[src/rtl/negedge_word_receiver.sv]
// negedge_word_receiver
// Posedge-side capture of a negedge-launched word stream into a small
// first-word-fall-through queue, drained by a valid/ready consumer.
// Optional build macro: NEGRX_OVF_STICKY_EN adds a sticky overflow flag
// that records any word offered while the queue was full.
module negedge_word_receiver #(
    parameter int unsigned WIDTH = 32,
    parameter int unsigned DEPTH = 4
) (
    input  logic                     clk,
    input  logic                     rst_n,
    input  logic                     in_valid,
    input  logic [WIDTH-1:0]         in_data,
    output logic                     in_ready,
    output logic                     out_valid,
    output logic [WIDTH-1:0]         out_data,
    input  logic                     out_ready,
    output logic [$clog2(DEPTH):0]   count,
    output logic                     ovf
);

    localparam int unsigned PTR_W = $clog2(DEPTH);
    localparam int unsigned CNT_W = PTR_W + 1;

    logic [WIDTH-1:0] mem_q [DEPTH];
    logic [PTR_W-1:0] wp_q, wp_d;
    logic [PTR_W-1:0] rp_q, rp_d;
    logic [CNT_W-1:0] count_q, count_d;
    logic             in_ready_q, in_ready_d;
    logic             out_valid_q, out_valid_d;
    logic [WIDTH-1:0] out_data_q, out_data_d;
    logic             push_c, pop_c;

    // Handshake decode, pointer/occupancy update and next head word.
    always_comb begin
        push_c      = in_valid & in_ready_q;
        pop_c       = out_ready & out_valid_q;
        wp_d        = wp_q;
        rp_d        = rp_q;
        count_d     = count_q;
        out_data_d  = '0;

        if (push_c) wp_d = wp_q + PTR_W'(1);
        if (pop_c)  rp_d = rp_q + PTR_W'(1);

        if (push_c && !pop_c)      count_d = count_q + CNT_W'(1);
        else if (pop_c && !push_c) count_d = count_q - CNT_W'(1);

        in_ready_d  = (count_d != CNT_W'(DEPTH));
        out_valid_d = (count_d != CNT_W'(0));

        // The new head is the word being written this edge when the
        // read pointer lands on the slot currently being filled.
        if (out_valid_d) begin
            if (push_c && (rp_d == wp_q)) out_data_d = in_data;
            else                          out_data_d = mem_q[rp_d];
        end
    end

    // Storage array; contents need no reset since out_data is gated.
    always_ff @(posedge clk) begin
        if (push_c) mem_q[wp_q] <= in_data;
    end

    // Control state and registered outputs.
    always_ff @(posedge clk or negedge rst_n) begin
        if (!rst_n) begin
            wp_q        <= '0;
            rp_q        <= '0;
            count_q     <= '0;
            in_ready_q  <= 1'b1;
            out_valid_q <= 1'b0;
            out_data_q  <= '0;
        end else begin
            wp_q        <= wp_d;
            rp_q        <= rp_d;
            count_q     <= count_d;
            in_ready_q  <= in_ready_d;
            out_valid_q <= out_valid_d;
            out_data_q  <= out_data_d;
        end
    end

    assign in_ready  = in_ready_q;
    assign out_valid = out_valid_q;
    assign out_data  = out_data_q;
    assign count     = count_q;

`ifdef NEGRX_OVF_STICKY_EN
    logic ovf_q;

    // Sticky flag: set on the first word offered while full.
    always_ff @(posedge clk or negedge rst_n) begin
        if (!rst_n)                       ovf_q <= 1'b0;
        else if (in_valid && !in_ready_q) ovf_q <= 1'b1;
    end

    assign ovf = ovf_q;
`else
    assign ovf = 1'b0;
`endif

endmodule

[config.mk]
export PLATFORM = sky130hd
export DESIGN_NAME = negedge_word_receiver
export DESIGN_NICKNAME = d
export VERILOG_FILES = /design/src/rtl/negedge_word_receiver.sv
export SDC_FILE = /design/constraint.sdc
export NUM_CORES = 1
export LEC_CHECK = 0
export CAP_MARGIN = 20
export CORE_MARGIN = 2
export CORE_UTILIZATION = 46
export CTS_BUF_LIST = sky130_fd_sc_hd__clkbuf_16
export DETAILED_ROUTE_END_ITERATION = 8
export PLACE_DENSITY = 0.8
export SLEW_MARGIN = 20
export SYNTH_ARGS = -nofsm -noshare
export SYNTH_HDL_FRONTEND = slang
export SYNTH_SLANG_ARGS = --single-unit
[constraint.sdc]
create_clock -name clk -period 1.8 [get_ports clk]
set_input_delay 0.45 -clock clk [delete_from_list [all_inputs] [get_ports clk]]
set_output_delay 0.45 -clock clk [all_outputs]
set_load 0.01 [all_outputs]
[Word-level counts from Yosys, hierarchy flattened]
Memories as Yosys holds them, arrays and structs flattened.
Index checks and enable logic that the tools add are counted.
W data, S select, Z words.
Operators by class
  add/subtract/negate cells: 4
  multiply operators: 0
  divide/modulo/power cells: 0
  order comparisons: 0
  eq/ne operators: 2
  shift operators: 0
  muxes and demuxes: 7
  bitwise gates (word level): 2
  reductions and logical operators: 6
Operators by type and width (count)
  $mux W32: 2
  $mux W3: 2
  $add A2 B1 Y2 const B: 2
  $add A3 B1 Y3 const B: 1
  $logic_and A1 B1 Y1: 3
  $ne A3 B3 Y1 const B: 1
  $reduce_bool A3 Y1: 1
  $sub A3 B1 Y3 const B: 1
  $and A1 B1 Y1: 2
  $eq A2 B2 Y1: 1
  $logic_not A1 Y1: 2
  $mux W1: 2
  $mux W2: 1
Word-level totals
  flip-flop bits (word level): 41
  latch bits: 0
  bits in writable memories: 128
  memory bits (read-only): 0
  input port bits: 36
  output and inout bits: 38
  word-level logic and storage cells: 28
  memories: 1
Memory list
  mem_q: words 4, width 32, read ports 1, clocked after memory_dff 0, wr ports 1, line 25  | logic [WIDTH-1:0] mem_q [DEPTH];

[Longest topological paths before layout]
  depth after elaboration: 7
  gate-level depth with buffers: 8
  mapped depth without buffers: 7

[Worst setup path after synthesis]
Ideal clock, no wire load.
  path kind: register -> register
  from: register wp_q[0]
  to: memory mem_q[2][0] (enable)
  arrival time: 1.491 ns
  path slack: -0.083 ns
  cell stages (with the launch flop): 4
  path buffers: 0
  clock period less this slack: 1.883 ns
  cell sequence: dfrtp_1 inv_1 ha_1 and3_1
RTL lines
  start, declared: line 26  | logic [PTR_W-1:0] wp_q, wp_d;
  start signal, assigned: line 75  | wp_q <= wp_d;
  end, declared: line 25
Straight into the memory's write port.

[Final worst setup path]
  from: register rp_q[1]
  to: register out_data_q[19] (netlist: out_data[19])
Between the ends
  word-level cells in the longest chain between the ends: 6
  elaborated cells on any way between the ends: 7
Ends and longest elaborated chain
  start, declared: line 27  | logic [PTR_W-1:0] rp_q, rp_d;
  start signal, assigned: line 76  | rp_q <= rp_d;
  $add A2 B1 Y2: line 44  | if (pop_c) rp_d = rp_q + PTR_W'(1);
  $mux W2 *: line 44
  parallel branches: the longest is 2 deep, another holds $mem_v2 Z4 W32
  $mux W32 *: line 55  | if (push_c && (rp_d == wp_q)) out_data_d = in_data;
  $mux W32 *: line 54  | if (out_valid_d) begin
  via out_data_d[19]: line 31  | logic [WIDTH-1:0] out_data_q, out_data_d;
  end signal, assigned: line 80  | out_data_q <= out_data_d;
  end, declared: line 31
Mark *: on every way through the listed nets, which the timed path passes.
A chain may end at the register's enable or synchronous reset.

==> summary.txt <==
Logic synthesis
  – Syn Nets: 638
  – Register area share after synthesis: 64.2%
  – Synth Area in Adders: 0.989%
  – Mapped Avg Cell Area: 12.7 um2
  – Cells after synthesis: 596
  – Post-synthesis xor/xnor area fraction: 1.06%
  – Largest family of logic cells by synthesized area: compound AO/OA/AOI/OAI gates
  – EDFF count, synth: 128
  – Count of cell types in the netlist: 38
  – Ys Warns: 0
  – Top_reg_cell synth: edfxtp_1
  – FFs w/ async S/R, synth: 24.3%
  – Compound-Gate Fraction of Synth Area: 17.3%
  – Post-synthesis mux area share: 0.280%
  – Post-Syn Area: 7590 um2
  – Post-Synth Simple-Gate Area: 12.1%
  – Flops & latches, synth: 169

Run status
  – Failing checks: setup timing
  – Status: finished, violations left

Job
  – Max Cap Violations: 0

CTS
  – CTS Buf Count: 17
  – Max clock buf depth: 2
  – CTS tree: yes
  – Root Buffer Master: clkbuf_16
  – H-tree levels: 4
  – Post-CTS Hold Buffers: 0
  – Clk sinks: 169
  – Worst skew pair latency: 430 ps
  – CTS clk-pin slew, worst paths: 60 ps

Die
  – Die Y-Extent: 132 um
  – # IOs: 74
  – CORE AREA: 16000 um2
  – Initial Util: 47.4%
  – Cell row count: 46
  – Die Area: 17500 um2
  – Die width: 132 um

STA
  – Endpoints failing hold: 0
  – Relative slew margins: 59.9%
  – Setup Skew: 5.69 ps
  – Fin worst setup slack: -90.4 ps
  – Setup TNS: -1860 ps
  – RSZ-0062 raised after global routing: yes
  – Worst Max-Slew Pin Slew: 594 ps
  – Final Max Slew Viols: 0
  – Final setup violation count: 33
  – Max Clk Rate: 529 MHz
  – Tmin final: 1890 ps
  – Period Utilization, post-route: 105%

Worst setup path
  – Worst setup path class: reg2reg
  – Crit-path cells: xnor2_4 > or3_4 > a31oi_4 > buf_12 > buf_16 > nand2_1 > a21oi_1
  – Endpoint class of the critical path: flip-flop
  – Arrival time at the worst endpoint: 2230 ps
  – CP max-delay cell: dfrtp_4
  – Critical path fanouts, max: 7
  – Data required, critical path: 2140 ps
  – Max stage delay on crit path: 510 ps
  – Family with the most delay on the worst path: flip-flops
  – CP startpoint kind: flip-flop
  – Worst Path Buf+Inv: 2

Pwr
  – Internal Power: 0.0112 W
  – Sw Ratio: 35.8%
  – Maximum vdd drop: 1.02 mV
  – Pleak: 3.61 nW
  – Seq pwr share: 33.4%
  – Pwr Density: 1780 nW/um2
  – Combinational share of power: 47.5%
  – Clk pwr share: 19.2%
  – Net Switching: 0.00623 W

GRT
  – Largest net degree at the start of global routing: 40
  – GRT Util Overall: 22.5%
  – Vias in the first global route: 5680
  – Gr ovfl total: 0
  – Initial antenna violation count: 0
  – Global-route wire length before repair: 30.4 mm

Cells and area
  – Flip-flop and latch area: 4880 um2
  – Most frequent cells in the layout: edfxtp_1, a211o_1, clkdlybuf4s50_1, dfrtp_1, nor2_1
  – Most common cell after layout, fill and taps aside: edfxtp_1
  – Layout area overhead: 28.8%
  – Multi-input gate area: 2520 um2
  – # diodes: 0
  – Filler Cell Count: 1199
  – Final Non-Filler Cells: 917
  – Share of layout cells above drive strength 1: 17.7%
  – Final net count: 730

Drt
  – Drt wl/cell: 21.8 um
  – Residual DRC count: 0
  – Routed wire length: 20.0 mm
  – Vias: 5575
  – Initial DRC count: 494
  – Number of vias per cell: 6.08
  – Antenna Nets Post-Route: 0
  – DR pass1 iterations: 5

Place
  – Port Buffers: 72
  – Post-placement cell count: 876
  – Gpl congestion: 0.815
  – Post-Place Setup Slack: -711 ps
  – Dpl hpwl: 11.0 mm

Worst hold path
  – HP Class: in2async
## worst reg2reg max path, cell delays in order, from the launching register on
cell and delay (ps):
dfrtp_4 510, xnor2_4 140, or3_4 380, a31oi_4 190
buf_12 180, buf_16 140, nand2_1 70, a21oi_1 190
## cell usage after synthesis, types with 27 or more instances
cell type,number,area [um2]
edfxtp_1,128,3840
a211o_1,63,552
dfrtp_1,40,1000
nand2_1,37,139
a21oi_1,34,170
nor2_1,34,128
nor3_1,32,160
or3_1,32,200
a211oi_1,31,233
nor2b_1,31,194
o311ai_0,31,272
clkbuf_1,27,101
## per-layer routing
| layer | wire [um] | vias up | GRT usage [%] |
|---|---|---|---|
| met5 | 0 | - | 0 |
| met4 | 580 | 0 | 8.96 |
| met3 | 1670 | 55 | 5.75 |
| met2 | 10000 | 313 | 37.7 |
| met1 | 7700 | 2713 | 27.9 |
| li1 | - | 2494 | - |
## power by group through the flow
stage / clock network (W) / logic (W) / registers, W
2_1_floorplan: 0 / 0.00421 / 0.00592
3_3_place_gp: 0 / 0.00694 / 0.00581
3_5_place_dp: 0 / 0.00723 / 0.00584
4_1_cts: 0.00337 / 0.00769 / 0.00579
5_1_grt: 0.00354 / 0.00880 / 0.00590
6_report: 0.00333 / 0.00825 / 0.00581
## cells by family (layout without fill, tap and decap cells)
group | count (synthesis) | in the layout
multiplexers | 2 | 2
flip-flops | 169 | 169
buffers and inverters | 65 | 170
XOR/XNOR | 7 | 7
other | 1 | 1
AO/OA/AOI/OAI | 167 | 167
adder cells (fa/ha/maj) | 6 | 6
AND/OR/NAND/NOR | 179 | 179
## per-stage QoR
step	instance area (um2)	hold slack, ps	total power, W	utilization [%]
global route	9780	41.1	0.0182	61.1
finish	9780	28.2	0.0174	61.1
global placement	8910	477	0.0127	55.7
detailed placement	8910	486	0.0131	55.7
floorplan	7600	154	0.0101	-
CTS	9600	26.2	0.0169	60.0
## state kept, by name, indices dropped and copies added, names as in the netlist
register   flops
mem_q        128
out_data      32
count          3
rp_q           2
wp_q           2
in_ready       1
out_valid      1
## worst paths after layout
path	from	endpoint	slack (ps)	cells past startpoint
max in group asynchronous	rst_n	out_data[8]$_DFF_PN0_	1160	2
min in group clk	in_data[28]	mem_q[1][28]$_DFFE_PP_	680	1
hold / removal	rst_n	out_data[19]$_DFF_PN0_	30	1
setup / recovery	rp_q[1]$_DFF_PN0_	out_data[19]$_DFF_PN0_	-90	7
hold reg to reg	count[2]$_DFF_PN0_	count[2]$_DFF_PN0_	680	2
setup reg to reg	rp_q[1]$_DFF_PN0_	out_data[19]$_DFF_PN0_	-90	7
## layout make-up
type                       count  area share, %
sequential                   169           49.9
tap                          216           2.76
inverter                       8          0.307
timing repair buffer         130           15.7
multi-input combinational    362           25.8
clock inverter                15           1.11
clock buffer                  17           4.35
## repair_timing
| item | in CTS | in global routing |
|---|---|---|
| setup buffers | 2 | 0 |
| resized for setup | 28 | 25 |
| setup endpoints to repair | 42 | 38 |
| cloned | 3 | 4 |
| pin swaps | 1 | 17 |
Note: power is estimated with default switching activity, not from simulation.
